===== src/rtl/instr_fetch_unit_pkg.sv =====
// instr_fetch_unit_pkg: shared fetch types, constants and PC helpers
package instr_fetch_unit_pkg;
    localparam int XLEN = 32;
    localparam logic [XLEN-1:0] INSTR_NOP = 32'h0000_0013;
    localparam logic [XLEN-1:0] PC_STEP = 32'd4;
    typedef struct packed {
        logic [XLEN-1:0] pc;
        logic [XLEN-1:0] instr;
    } fetch_entry_t;
    function automatic logic [XLEN-1:0] align_pc(input logic [XLEN-1:0] pc);
        return pc & ~XLEN'(3);
    endfunction
endpackage


===== src/rtl/instr_fetch_unit_if.sv =====
// instr_fetch_unit_if: imem request/response, redirect and decode channels of the fetch unit
interface instr_fetch_unit_if;
    import instr_fetch_unit_pkg::*;
    logic            imem_req_valid;
    logic            imem_req_ready;
    logic [XLEN-1:0] imem_req_addr;
    logic            imem_rsp_valid;
    logic [XLEN-1:0] imem_rsp_data;
    logic            redirect_valid;
    logic [XLEN-1:0] redirect_pc;
    logic            inst_valid;
    logic            inst_ready;
    logic [XLEN-1:0] inst_data;
    logic [XLEN-1:0] inst_pc;
    modport master (
        output imem_req_valid, imem_req_addr, inst_valid, inst_data, inst_pc,
        input  imem_req_ready, imem_rsp_valid, imem_rsp_data, redirect_valid, redirect_pc, inst_ready
    );
    modport slave (
        input  imem_req_valid, imem_req_addr, inst_valid, inst_data, inst_pc,
        output imem_req_ready, imem_rsp_valid, imem_rsp_data, redirect_valid, redirect_pc, inst_ready
    );
endinterface


===== src/rtl/instr_fetch_unit_fifo.sv =====
// instr_fetch_unit_fifo: synchronous FIFO of fetch entries; flush and reset win over push
module instr_fetch_unit_fifo
    import instr_fetch_unit_pkg::*;
#(
    parameter int DEPTH = 2,
    localparam int AW = $clog2(DEPTH)
) (
    input  logic         clk,
    input  logic         rst,
    input  logic         push,
    input  fetch_entry_t din,
    input  logic         pop,
    input  logic         flush,
    output fetch_entry_t dout,
    output logic [AW:0]  count,
    output logic         full,
    output logic         empty
);
    fetch_entry_t mem [DEPTH];
    logic [AW-1:0] wr_ptr, rd_ptr;
    logic do_push, do_pop;
    assign full = count == (AW+1)'(DEPTH);
    assign empty = count == '0;
    assign do_push = push && !full;
    assign do_pop = pop && !empty;
    assign dout = mem[rd_ptr];
    always_ff @(posedge clk)
        if (rst || flush) begin
            wr_ptr <= '0;
            rd_ptr <= '0;
            count <= '0;
        end else begin
            if (do_push) begin
                mem[wr_ptr] <= din;
                wr_ptr <= wr_ptr + 1'b1;
            end
            if (do_pop) rd_ptr <= rd_ptr + 1'b1;
            count <= count + (AW+1)'(do_push) - (AW+1)'(do_pop);
        end
endmodule


===== src/rtl/instr_fetch_unit.sv =====
// instr_fetch_unit: owns the fetch PC, issues credit-limited in-order imem requests and
// buffers tagged instructions for decode; redirects flush and drop in-flight responses
module instr_fetch_unit
    import instr_fetch_unit_pkg::*;
#(
    parameter logic [XLEN-1:0] RESET_PC   = 32'h0000_0000,
    parameter int              FIFO_DEPTH = 2
) (
    input logic                clk,
    input logic                rst,
    instr_fetch_unit_if.master bus
);
    localparam int CW = $clog2(FIFO_DEPTH) + 1;
    logic [XLEN-1:0] fetch_pc, rsp_pc;
    logic [CW-1:0] outstanding, drop_cnt, fifo_count;
    logic [CW:0] in_use;
    logic fifo_full, fifo_empty, req_fire, rsp_keep, pop;
    fetch_entry_t head, rsp_entry;
    assign in_use = {1'b0, fifo_count} + {1'b0, outstanding};
    assign bus.imem_req_valid = !rst && !bus.redirect_valid && in_use < (CW+1)'(FIFO_DEPTH);
    assign bus.imem_req_addr = fetch_pc;
    assign req_fire = bus.imem_req_valid && bus.imem_req_ready;
    assign rsp_keep = bus.imem_rsp_valid && !bus.redirect_valid && drop_cnt == '0;
    assign rsp_entry = '{pc: rsp_pc, instr: bus.imem_rsp_data};
    assign bus.inst_valid = !rst && !fifo_empty;
    assign bus.inst_data = fifo_empty ? INSTR_NOP : head.instr;
    assign bus.inst_pc = head.pc;
    assign pop = bus.inst_valid && bus.inst_ready;
    // outstanding counts every in-flight request, including those already marked for dropping,
    // so on redirect everything still in flight (minus the response arriving now) must be dropped
    always_ff @(posedge clk)
        if (rst) begin
            fetch_pc <= RESET_PC;
            rsp_pc <= RESET_PC;
            outstanding <= '0;
            drop_cnt <= '0;
        end else begin
            outstanding <= outstanding + CW'(req_fire) - CW'(bus.imem_rsp_valid);
            if (bus.redirect_valid) begin
                fetch_pc <= align_pc(bus.redirect_pc);
                rsp_pc <= align_pc(bus.redirect_pc);
                drop_cnt <= outstanding - CW'(bus.imem_rsp_valid);
            end else begin
                if (req_fire) fetch_pc <= fetch_pc + PC_STEP;
                if (rsp_keep) rsp_pc <= rsp_pc + PC_STEP;
                if (bus.imem_rsp_valid && drop_cnt != '0) drop_cnt <= drop_cnt - 1'b1;
            end
        end
    instr_fetch_unit_fifo #(.DEPTH(FIFO_DEPTH)) u_fifo (
        .clk(clk),
        .rst(rst),
        .push(rsp_keep),
        .din(rsp_entry),
        .pop(pop),
        .flush(bus.redirect_valid),
        .dout(head),
        .count(fifo_count),
        .full(fifo_full),
        .empty(fifo_empty)
    );
    a_rsp_without_req: assert property (@(posedge clk) disable iff (rst) bus.imem_rsp_valid |-> outstanding != '0);
    a_push_when_full: assert property (@(posedge clk) disable iff (rst) rsp_keep |-> !fifo_full);
endmodule

===== src/flat_wrapper.sv =====
// flat-port wrapper written by rule: the top's interface ports become plain ports
module instr_fetch_unit_flat import instr_fetch_unit_pkg::*;
#(
    parameter logic [XLEN-1:0] RESET_PC   = 32'h0000_0000,
    parameter int              FIFO_DEPTH = 2
)
  (clk, rst, bus_imem_req_valid, bus_imem_req_addr, bus_inst_valid, bus_inst_data, bus_inst_pc, bus_imem_req_ready, bus_imem_rsp_valid, bus_imem_rsp_data, bus_redirect_valid, bus_redirect_pc, bus_inst_ready);
  instr_fetch_unit_if bus_i ();
  input logic clk;
  input logic rst;
  output wire logic [$bits(bus_i.imem_req_valid)-1:0] bus_imem_req_valid;
  output wire logic [$bits(bus_i.imem_req_addr)-1:0] bus_imem_req_addr;
  output wire logic [$bits(bus_i.inst_valid)-1:0] bus_inst_valid;
  output wire logic [$bits(bus_i.inst_data)-1:0] bus_inst_data;
  output wire logic [$bits(bus_i.inst_pc)-1:0] bus_inst_pc;
  input wire logic [$bits(bus_i.imem_req_ready)-1:0] bus_imem_req_ready;
  input wire logic [$bits(bus_i.imem_rsp_valid)-1:0] bus_imem_rsp_valid;
  input wire logic [$bits(bus_i.imem_rsp_data)-1:0] bus_imem_rsp_data;
  input wire logic [$bits(bus_i.redirect_valid)-1:0] bus_redirect_valid;
  input wire logic [$bits(bus_i.redirect_pc)-1:0] bus_redirect_pc;
  input wire logic [$bits(bus_i.inst_ready)-1:0] bus_inst_ready;
  assign bus_imem_req_valid = bus_i.imem_req_valid;
  assign bus_imem_req_addr = bus_i.imem_req_addr;
  assign bus_inst_valid = bus_i.inst_valid;
  assign bus_inst_data = bus_i.inst_data;
  assign bus_inst_pc = bus_i.inst_pc;
  assign bus_i.imem_req_ready = bus_imem_req_ready;
  assign bus_i.imem_rsp_valid = bus_imem_rsp_valid;
  assign bus_i.imem_rsp_data = bus_imem_rsp_data;
  assign bus_i.redirect_valid = bus_redirect_valid;
  assign bus_i.redirect_pc = bus_redirect_pc;
  assign bus_i.inst_ready = bus_inst_ready;
  instr_fetch_unit #(.RESET_PC(RESET_PC), .FIFO_DEPTH(FIFO_DEPTH)) u_core (.clk(clk), .rst(rst), .bus(bus_i));
endmodule

===== config.mk =====
export PLATFORM = sky130hd
export DESIGN_NAME = instr_fetch_unit_flat
export DESIGN_NICKNAME = d
export VERILOG_FILES = /design/src/rtl/instr_fetch_unit_pkg.sv /design/src/rtl/instr_fetch_unit_if.sv /design/src/rtl/instr_fetch_unit_fifo.sv /design/src/rtl/instr_fetch_unit.sv /design/src/flat_wrapper.sv
export SDC_FILE = /design/constraint.sdc
export NUM_CORES = 1
export LEC_CHECK = 0
export ABC_AREA = 1
export ABC_CLOCK_PERIOD_IN_PS = 8260
export CORE_ASPECT_RATIO = 1.25
export CORE_MARGIN = 2
export CORE_UTILIZATION = 50
export CTS_BUF_LIST = sky130_fd_sc_hd__clkbuf_4
export DETAILED_ROUTE_END_ITERATION = 16
export PLACE_DENSITY = 0.73
export SYNTH_ARGS = -nofsm -noshare
export SYNTH_HDL_FRONTEND = slang
export SYNTH_SLANG_ARGS = --single-unit

===== constraint.sdc =====
create_clock -name clk -period 8.26 [get_ports clk]
set_input_delay 0.826 -clock clk [delete_from_list [all_inputs] [get_ports clk]]
set_output_delay 0.826 -clock clk [all_outputs]
set_load 0.02 [all_outputs]

; Yosys cells after proc, flatten, opt, wreduce, memory -nomap -nowiden
; Memories as Yosys holds them, arrays and structs flattened. A register that Yosys moved wholly into a read port is not among the register bits.
; Index checks and enable logic that the tools add are counted.
[totals]
regBits = 72
mem_bits_rw = 128
inputBits = 70
out_inout_bits = 98
wordCells = 57
mem_count = 1
[memory_table]
columns = name, depth, word_bits, read_ports, rd_clocked_by_memory_dff, write_ports, line_no
row1 = u_core.u_fifo.mem, 2, 64, 1, 1, 1, instr_fetch_unit_fifo.sv:19  ; fetch_entry_t mem [DEPTH];
[op_classes]
addsub = 11
magnitude_cmp = 1
n_eq_ne = 1
muxes = 12
reduce_logical = 22
[ops]
columns = cell, count
row1 = two-way mux 32 bit, 5
row2 = "adder 32 x 3 -> 32 bit, second input constant", 2
row3 = logical AND 1 bit, 10
row4 = nonzero test 2 bit, 4
row5 = subtractor 2 x 1 -> 2 bit, 3
row6 = two-way mux 1 bit, 5
row7 = adder 2 x 1 -> 2 bit, 2
row8 = logical NOT 1 bit, 4
row9 = logical NOT 2 bit, 2
row10 = two-way mux 2 bit, 2
row11 = adder 2 x 2 -> 3 bit, 1
row12 = "< comparator 3 x 2 -> 1 bit, second input constant", 1
row13 = "adder 1 bit, second input constant", 2
row14 = "== test 2 bit, second input constant", 1
row15 = OR reduction 2 bit, 1
row16 = "subtractor 2 x 1 -> 2 bit, second input constant", 1
row17 = logical OR 1 bit, 1

; Longest topological paths before layout
; Gate-level depths: netlist (run 1).
[logic_depth]
depth_word = 7
depth_mapped = 12
mapped_depth_nobuf = 12

; By module
; From an unflattened synthesis (run 1), not the netlist that was laid out.
[hier_totals]
cells_unflattened = 1059
hier_area_um2 = 9964.6
[modules_own_cells]
columns = mod, n_inst, cells_each, area_per_inst_um2, seq_area_each_um2
row1 = instr_fetch_unit_fifo, 1, 239, 5178.7, 3943.8
row2 = instr_fetch_unit, 1, 820, 4785.8, 1281.2

; Worst setup path after synthesis (run 1)
; No wires, ideal clock.
[synth_timing]
path_type = in2reg
startpoint = input port bus_redirect_valid
endpoint = memory u_core.u_fifo.mem[0][0] (netlist bit) (enable)
setup_time_ns = 0.558
t_arrival_ns = 5.645
required_ns = 7.702
path_slack_ns = 2.057
stages = 4
n_path_buf = 1
cell_sequence = buf_4 -> nor2_2 -> o21ai_1 -> nor3_1
[synth_between]
elab_chain_len = 7
word_cells_on_any_way = 8
classes_between = mux: 3 / reduce/logical: 5
[synth_rtl]
columns = item, line_no
row1 = start: declaration, flat_wrapper.sv:19  ; input wire logic [$bits(bus_i.redirect_valid)-1:0] bus_redirect_valid;
row2 = logical NOT 1 bit, instr_fetch_unit.sv:23  ; assign rsp_keep = bus.imem_rsp_valid && !bus.redirect_valid && drop_cnt == '0;
row3 = logical AND 1 bit (2 in series), instr_fetch_unit.sv:23
row4 = logical AND 1 bit, instr_fetch_unit_fifo.sv:24  ; assign do_push = push && !full;
row5 = two-way mux 1 bit, instr_fetch_unit_fifo.sv:33  ; if (do_push) begin
row6 = two-way mux 1 bit (*), instr_fetch_unit_fifo.sv:28  ; if (rst || flush) begin
row7 = two-way mux 1 bit (implied by the code) (*), instr_fetch_unit_fifo.sv:34  ; mem[wr_ptr] <= din;
row8 = end: declaration, instr_fetch_unit_fifo.sv:19
; Every way passes the cells marked *; elsewhere a longest branch is shown, timed or not.

==> impl_metrics.ini, run 1 <==
[outcome]
status = complete, no violations

[pwr]
p_comb_share_pct = 12.8
power_leakage_nw = 4.35
switching_share_pct = 28.2
vdd_drop_max_v = 0.0000737
p_clk_share_pct = 27.5
p_int_mw = 1.32
p_sw_mw = 0.519
p_per_area_nw_per_um2 = 161
power.share.sequential_pct = 59.7

[synth]
yosysMostFrequentCell = nand2_1
synth_xor_area_share_pct = 0.745
synth-simple-area-share_pct = 27.8
ys_warn_count = 0
ys_top_cells_by_count = nand2_1, edfxtp_1, inv_1
synth_area_leaders = edfxtp_1, nand2_1, dfxtp_1
netlist_area_sq_um = 9400
yosysUniqueCellTypes = 42
synth_top_family_by_area = simple AND/OR/NAND/NOR gates
yosysTopAreaCell = edfxtp_1
synth_fa_ha_area_share_pct = 1.14
synthMuxAreaShare_pct = 0
seq_area_frac_synth_pct = 54.3
synth_top_cell_area_share_pct = 39.6
ys_seq_elements = 193
synth_edf_count = 124
synth-compound-area-share_pct = 9.00
syn_avg_cell_area_sq_um = 8.27
async_flop_share_pct = 0
netlist_instances = 1137
synth_ff_type = edfxtp_1

[sta]
finalSetupViolations = 0
fin_skew_ns = 0.0222
holdWs_ns = 0.532
tns_ns = 0
rsz0062_at_grt = false
hold_viol_final = 0
clock.fmax_mhz = 257
fin_crit_ns = 3.89
slew_headroom_pct = 26.8
slew_violations = 0
period_share_pct = 47.1
worst_slew_pin_slew_ns = 1.10

[critical_path]
critPathLaunchType = flop
max_stage_delay_ns = 0.87
crit_path_top_delay_cell = inv_2
worstReg2RegEnd = u_core.u_fifo.mem[1][51]$_DFFE_PP_
worst_ep_required_time_ns = 7.43
crit_arrival_ns = 3.06
critical_path.endpoint = bus_inst_data[31]
path_depth = 5
path_class = flop to output pin
crit_buf_inv = 3
endpoint_kind = output pin
critPathTopFamily = buffers and inverters
reg2regPathDepth = 7
path_cells = buf_4 -> inv_2 -> nand2_1 -> a21oi_1 -> clkdlybuf4s50_1
reg2reg_from = u_core.drop_cnt[0]$_SDFFE_PP0P_
cp_max_fo = 63
rrSetupSlack_ns = 5.17

[floorplanning]
initial_core_util_pct = 50.6
die_w_um = 127
rows = 56
dieArea_sq_um = 19900
die_height_um = 157
coreArea_sq_um = 18600
io_pins = 168

[route]
postRouteAntennaNets = 0
vias_per_cell = 5.16
wire_per_inst_um = 15.5
drt-total-wl_um = 23700
drt_iter0_drc = 711
vias = 7901
drt_pass1_iterations = 5
drc = 0

[flow_run]
drv_cap = 0

[hold_path]
whs_path_depth = 0
hp-class = flop to flop
holdCritStartpoint = u_core.rsp_pc[4]$_SDFFE_PP0P_

[cts]
clk_latency_ns = 0.59
cts_buffers = 17
clock_sinks = 193
cts_root_buf = clkbuf_4
htreeDepth = 4
cts_tree = built
cts_setup_buffers = 0
cts_hold_buf = 0
clk_path_buf_depth = 2
path_clk_slew_ns = 0.16
cts-resized-gates = 0

[cells_and_area]
fin_nets = 1362
final_util_pct = 61.6
areaGrowthSynthToFinish_pct = 21.6
stdcell_area_sq_um = 11400
drive_gt1_share_pct = 6.55

[grt]
grt_pass1_wl_um = 37400
grtUsageTotal_pct = 23.8
grt_max_degree = 64
overflow = 0
grt_pass1_vias = 7425
antenna_found_initial = 1

[place]
globalplace.congestion = 0.953
postPlaceCellArea_sq_um = 11100
dp_hpwl_um = 16400
io_buffers = 161
==> power groups by stage <==
stage	Sequential, mW	Combinational, mW	Clock (mW)
floorplan	1.12	0.124	0
global placement	1.12	0.231	0
detailed placement	1.12	0.235	0
CTS	1.10	0.236	0.517
global route	1.10	0.260	0.554
finish	1.10	0.235	0.507
==> cells by family after synthesis <==
family | Yosys count
xor+xnor | 8
buf+inv | 156
simple gates | 612
other cells | 1
flops | 193
compound gates | 159
fa+ha+maj | 8
==> through the flow <==
step | instances | total power, mW | setup WS [ns]
5_1_grt | 1530 | 1.92 | 4.04
3_5_place_dp | 1497 | 1.35 | 4.30
4_1_cts | 1529 | 1.85 | 4.26
3_3_place_gp | 1497 | 1.35 | 4.35
2_1_floorplan | 1140 | 1.25 | 2.06
6_report | 1530 | 1.84 | 4.37
==> sequential cells by signal (all words and copies together), names as in the netlist, named ones only <==
| signal | count |
|---|---|
| u_core.u_fifo.mem | 124 |
| u_core.bus.imem_req_addr | 30 |
| u_core.rsp_pc | 30 |
| u_core.drop_cnt | 2 |
| u_core.outstanding | 2 |
| u_core.u_fifo.count | 2 |
| u_core.u_fifo.rd_ptr | 1 |
| u_core.u_fifo.wr_ptr | 1 |
==> cell usage in the layout, fill, tap and decap left out, types with 2 or more instances in the layout <==
cell type	synthesis	layout
o21ai_1	5	5
nand4_1	8	8
edfxtp_1	124	124
clkinvlp_4	0	2
a31oi_1	9	9
o31ai_1	4	4
nand3b_1	6	6
clkinv_4	0	5
xnor2_1	2	2
ha_1	7	7
nor2_2	11	12
clkinv_1	0	2
nand3_1	70	70
clkbuf_4	0	17
nand2_1	392	392
nor3_2	0	2
a21oi_1	87	87
nor3_1	10	8
o21ai_0	44	44
nor2_1	88	87
o211ai_1	3	3
buf_4	8	7
o21a_1	2	2
inv_8	0	4
inv_1	107	107
nor2_4	8	8
nand2_2	10	10
or2_2	2	2
dfxtp_1	69	68
clkdlybuf4s50_1	0	160
conb_1	1	4
inv_2	5	5
xor2_1	6	6
a21oi_2	2	2
and2_1	3	3
==> layer usage <==
| layer | vias to the layer above | global-route usage [%] | routed length [um] |
|---|---|---|---|
| li1 | 3996 | - | - |
| met1 | 3589 | 30.6 | 10100 |
| met2 | 273 | 40.2 | 11600 |
| met3 | 43 | 3.54 | 1320 |
| met4 | 0 | 9.68 | 738 |
| met5 | - | 0 | 0 |
==> layout make-up <==
class | instances | area, sq um
multi-input cells | 791 | 3670
inverters | 113 | 427
fillers | 1629 | 7130
well taps | 232 | 290
clock buffers | 17 | 128
flip-flops and latches | 193 | 5110
repair buffers | 168 | 1660
clock inverters | 15 | 158
diodes | 1 | 2.50
==> worst min-delay path by stage <==
stage / to / slack, ns
after floorplan: u_core.u_fifo.wr_ptr$_SDFFE_PP0P_ / 0.46
after global placement: u_core.drop_cnt[1]$_SDFFE_PP0P_ / 0.48
after detailed placement: u_core.drop_cnt[1]$_SDFFE_PP0P_ / 0.51
after CTS: u_core.u_fifo.mem[0][36]$_DFFE_PP_ / 0.54
after global routing: u_core.u_fifo.mem[0][36]$_DFFE_PP_ / 0.56
final: u_core.u_fifo.mem[0][36]$_DFFE_PP_ / 0.53
Note: power is estimated with default switching activity, not from simulation.
==> inputs of run 2 (changes only) <==
--- a/config.mk
+++ b/config.mk
@@ -6,13 +6,13 @@
 export NUM_CORES = 1
 export LEC_CHECK = 0
 export ABC_AREA = 1
-export ABC_CLOCK_PERIOD_IN_PS = 8260
+export ABC_CLOCK_PERIOD_IN_PS = 3300
 export CORE_ASPECT_RATIO = 1.25
 export CORE_MARGIN = 2
-export CORE_UTILIZATION = 50
+export CORE_UTILIZATION = 49
 export CTS_BUF_LIST = sky130_fd_sc_hd__clkbuf_4
 export DETAILED_ROUTE_END_ITERATION = 16
-export PLACE_DENSITY = 0.73
+export PLACE_DENSITY = 0.75
 export SYNTH_ARGS = -nofsm -noshare
 export SYNTH_HDL_FRONTEND = slang
 export SYNTH_SLANG_ARGS = --single-unit
==> constraint.sdc (replaced) <==
create_clock -name clk -period 3.3 [get_ports clk]
set_input_delay 0.33 -clock clk [delete_from_list [all_inputs] [get_ports clk]]
set_output_delay 0.33 -clock clk [all_outputs]
set_load 0.02 [all_outputs]
==> impl_metrics.ini, run 2 (synthesized netlist as in run 1, its figures left out) <==
[floorplanning]
die_height_um = 159
io_pins = 168
dieArea_sq_um = 20300
coreArea_sq_um = 18800
initial_core_util_pct = 50.1
die_w_um = 128
rows = 56

[critical_path]
worst_ep_required_time_ns = 2.97
crit_path_top_delay_cell = clkdlybuf4s50_1
path_class = flop to output pin
cp_max_fo = 62
rrSetupSlack_ns = 0.96
endpoint_kind = output pin
critPathLaunchType = flop
max_stage_delay_ns = 0.62
path_cells = buf_4 -> nand2_1 -> a21oi_1 -> clkdlybuf4s50_1
crit_arrival_ns = 2.45

[cells_and_area]
regArea_sq_um = 5110
layoutNonFillerInstCount = 1532
layout_common_cells = nand2_1, clkdlybuf4s50_1, edfxtp_1
stdcell_area_sq_um = 11500
fin_nets = 1364
largest_register_ffs = 124
mostFrequentLayoutCell = nand2_1
final_util_pct = 61.2
multi_input_area_sq_um = 3680
largest-register = u_core.u_fifo.mem
fillers = 1641
drive_gt1_share_pct = 6.77
areaGrowthSynthToFinish_pct = 22.2

[grt]
grtUsageTotal_pct = 22.6
grt_pass1_vias = 7442
grt_pass1_wl_um = 36500
antenna_found_initial = 1
overflow = 0
grt_max_degree = 63

[place]
dp_hpwl_um = 16300
io_buffers = 161
dp.cells = 1499
postPlaceCellArea_sq_um = 11200
globalplace.congestion = 0.917

[route]
drt_iter0_drc = 485
wire_per_inst_um = 15.1
postRouteAntennaNets = 0
vias = 8012
vias_per_cell = 5.23
drc = 0
drt-total-wl_um = 23200
drt_pass1_iterations = 5

[sta]
slew_violations = 0
period_share_pct = 84.1
fin_skew_ns = 0.0166
slew_headroom_pct = 40.1
clock.fmax_mhz = 360
fin_crit_ns = 2.78
hold_viol_final = 0
finalSetupViolations = 0
rsz0062_at_grt = false
worst_slew_pin_slew_ns = 0.898

[cts]
cts_tree = built
clk_latency_ns = 0.58
htreeDepth = 4
path_clk_slew_ns = 0.15
clk_path_buf_depth = 2
cts_buffers = 17
cts_setup_buffers = 0
cts_root_buf = clkbuf_4
cts-resized-gates = 0
cts_hold_buf = 0
clock_sinks = 193

[flow_run]
drv_cap = 0

[hold_path]
hp-class = primary input to flop

[pwr]
power_leakage_nw = 4.38
power_mw = 4.57
vdd_drop_max_v = 0.000216
p_per_area_nw_per_um2 = 398

[outcome]
status = complete, no violations
## run 2: cell types whose count changed in the layout (fill, tap and decap cells not counted), moves of 2 or more
cell,previous run,this run
clkinv_2,0,2
inv_6,0,3
nor3_2,2,0
buf_12,0,3
nor3_4,0,2
## run 2: layer usage
metal	vias up	wire [um]	track usage (%)
li1	4016	-	-
met1	3662	9810	28.8
met2	288	11200	37.7
met3	46	1430	4.14
met4	0	712	9.69
met5	-	0	0
## run 2: final timing paths
kind | startpoint | end | cells past startpoint
setup / recovery | flop | bus_inst_data[26] | 4
setup reg to reg | u_core.u_fifo.count[0]$_SDFF_PP0_ | u_core.bus.imem_req_addr[14]$_SDFFE_PP0P_ | 12
hold / removal | bus_redirect_valid | u_core.drop_cnt[1]$_SDFFE_PP0P_ | 3
hold reg to reg | u_core.u_fifo.rd_ptr$_SDFFE_PP0P_ | flop | 2
## run 2: report_power, final
part           leakage, nW  switching [mW]  internal [mW]  total (mW)
registers             1.71          0.0929           2.66        2.75
logic                 2.52           0.340          0.254       0.594
clock network        0.150           0.834          0.396        1.23
total                 4.38            1.27           3.31        4.57
## run 2: cell type report
cell class,count,area share (%)
sequential,193,44.4
timing repair buffer,170,14.9
clock inverter,15,1.27
tap,232,2.53
multi-input combinational,791,32.0
inverter,113,3.71
clock buffer,17,1.11
antenna,1,0.0218
## run 2: critical path, delay by kind of cell, from the launching register on
| kind | cells | cell delay (ns) |
|---|---|---|
| buf+inv | 2 | 1.16 |
| simple gates | 1 | 0.13 |
| flops | 1 | 0.37 |
| compound gates | 1 | 0.18 |
## run 2: through the flow
stage               hold WS (ns)  setup TNS [ns]  setup WS (ns)
finish                     0.125               0          0.523
global route              0.0850               0          0.339
CTS                       0.0728               0          0.482
detailed placement         0.492               0          0.726
global placement           0.480               0          0.738
floorplan                  0.429          -78.23         -0.631
==> inputs of run 3 (changes only) <==
--- a/config.mk
+++ b/config.mk
@@ -6,7 +6,7 @@
 export NUM_CORES = 1
 export LEC_CHECK = 0
 export ABC_AREA = 1
-export ABC_CLOCK_PERIOD_IN_PS = 3300
+export ABC_CLOCK_PERIOD_IN_PS = 2500
 export CORE_ASPECT_RATIO = 1.25
 export CORE_MARGIN = 2
 export CORE_UTILIZATION = 49
==> constraint.sdc (replaced) <==
create_clock -name clk -period 2.5 [get_ports clk]
set_input_delay 0.25 -clock clk [delete_from_list [all_inputs] [get_ports clk]]
set_output_delay 0.25 -clock clk [all_outputs]
set_load 0.02 [all_outputs]
==> impl_metrics.ini, run 3 (synthesized netlist as in run 1, its figures left out) <==
[outcome]
status = complete, no violations

[grt]
antenna_found_initial = 1
grt_pass1_vias = 7639
grt_max_degree = 63
grt_pass1_wl_um = 37900
overflow = 0
grtUsageTotal_pct = 23.6

[floorplanning]
rows = 56
coreArea_sq_um = 18800
initial_core_util_pct = 50.1
die_w_um = 128
io_pins = 168
die_height_um = 159
dieArea_sq_um = 20300

[route]
drt-total-wl_um = 23700
drt_pass1_iterations = 6
vias_per_cell = 5.24
drt_iter0_drc = 488
postRouteAntennaNets = 0
drc = 0
wire_per_inst_um = 15.3
vias = 8096

[cts]
cts_tree = built
cts_hold_buf = 0
cts_root_buf = clkbuf_4
clock_sinks = 193
cts_buffers = 17
clk_latency_ns = 0.62
htreeDepth = 4
clk_path_buf_depth = 2
path_clk_slew_ns = 0.16

[hold_path]
holdCritStartpoint = bus_redirect_valid
whs_path_depth = 3
hp-class = primary input to flop
hold_end = u_core.drop_cnt[1]$_SDFFE_PP0P_

[critical_path]
endpoint_kind = output pin
crit_arrival_ns = 2.14
critPathTopFamily = buffers and inverters
reg2regPathDepth = 9
path_class = flop to output pin
reg2reg_from = u_core.u_fifo.count[0]$_SDFF_PP0_
crit_buf_inv = 3
path_cells = inv_4 -> buf_12 -> nand2_1 -> a21oi_1 -> clkdlybuf4s50_1
worst_ep_required_time_ns = 2.25
worstReg2RegEnd = u_core.bus.imem_req_addr[25]$_SDFFE_PP0P_
crit_path_top_delay_cell = clkdlybuf4s50_1
critPathLaunchType = flop
cp_max_fo = 27
max_stage_delay_ns = 0.61
rrSetupSlack_ns = 0.42

[sta]
fin_crit_ns = 2.39
hold_viol_final = 0
fin_skew_ns = 0.0270
worst_slew_pin_slew_ns = 0.534
slew_violations = 0
period_share_pct = 95.8
rsz0062_at_grt = false
slew_headroom_pct = 64.4
finalSetupViolations = 0
holdWs_ns = 0.0520
clock.fmax_mhz = 418

[pwr]
vdd_drop_max_v = 0.000253
power_leakage_nw = 4.85
p_per_area_nw_per_um2 = 538

[flow_run]
drv_cap = 0

[cells_and_area]
largest_register_ffs = 124
fin_nets = 1377
layout_common_cells = nand2_1, edfxtp_1, clkdlybuf4s50_1
areaGrowthSynthToFinish_pct = 24.8
largest-register = u_core.u_fifo.mem
stdcell_area_sq_um = 11700
mostFrequentLayoutCell = nand2_1
drive_gt1_share_pct = 8.16

[place]
dp_hpwl_um = 16900
io_buffers = 161
globalplace.congestion = 0.920
postPlaceCellArea_sq_um = 11400
==> run 3: cell count changes in the layout (fill, tap and decap cells not counted), sizes merged <==
cell / change
clkdlybuf4s15: +1
bufinv: +2
clkdlybuf4s50: -53
buf: +12
bufbuf: +1
clkinv: -3
clkinvlp: +1
dlymetal6s2s: +13
dlygate4sd2: +39
==> run 3: how the worst max path moves through the flow <==
stage / endpoint / slack, ns / depth (start not counted)
after floorplan: u_core.u_fifo.mem[0][0]$_DFFE_PP_ / -0.38 / 6
after global placement: u_core.bus.imem_req_addr[12]$_SDFFE_PP0P_ / 0.29 / 10
after detailed placement: u_core.bus.imem_req_addr[25]$_SDFFE_PP0P_ / 0.26 / 7
after CTS: bus_inst_data[15] / -0.04 / 5
after global routing: bus_inst_data[24] / 0.0002 / 5
final: bus_inst_data[30] / 0.11 / 5
==> run 3: power by group <==
part	switching (mW)	internal [mW]	total [mW]	leakage (nW)
combinational	0.461	0.346	0.807	2.96
clock	1.15	0.730	1.88	0.171
sequential	0.124	3.51	3.63	1.71
total	1.73	4.58	6.31	4.85
==> run 3: layer usage <==
layer | part of all wire, % | up-vias | track usage, %
met2 | 50 | 287 | 40.9
met1 | 42 | 3712 | 29.4
met4 | 2.7 | 0 | 8.04
met5 | 0 | - | 0
met3 | 5.9 | 40 | 4.38
li1 | - | 4057 | -
==> run 3: cell type report <==
cell class | count | area, sq um
Clock buffer | 17 | 128
Timing Repair Buffer | 183 | 1860
Sequential cell | 193 | 5110
Antenna cell | 1 | 2.50
Tap cell | 232 | 290
Inverter | 113 | 429
Clock inverter | 15 | 201
Fill cell | 1614 | 7040
Multi-Input combinational cell | 791 | 3710
==> run 3: worst reg2reg max path, cell delays in order, from the launching register on <==
cell and delay (ns):
dfxtp_2 0.41, nand2_1 0.06, inv_1 0.06, fa_1 0.41, inv_1 0.12, nand4_4 0.14, nand2_2 0.30, inv_2 0.20
a21oi_1 0.22, a21oi_2 0.08
==> run 3: through the flow <==
step	setup WS, ns	util (%)	power [mW]	cells	TNS (ns)
6_report	0.106	62.5	6.31	1545	0
3_5_place_dp	0.259	60.5	4.52	1509	0
2_1_floorplan	-0.377	-	4.13	1140	-42.84
3_3_place_gp	0.290	60.5	4.50	1509	0
5_1_grt	0.000174	62.5	6.56	1545	0
4_1_cts	-0.0387	62.2	6.34	1542	-0.0418
==> run 3: repair_timing <==
action                                  4_1_cts  5_1_grt
endpoints found under the hold margin         0        0
endpoints found under the setup margin       61       21
gates resized for setup                      45       14
cloned                                        1        0
buffers inserted                              0        2
pin swaps                                     0        0
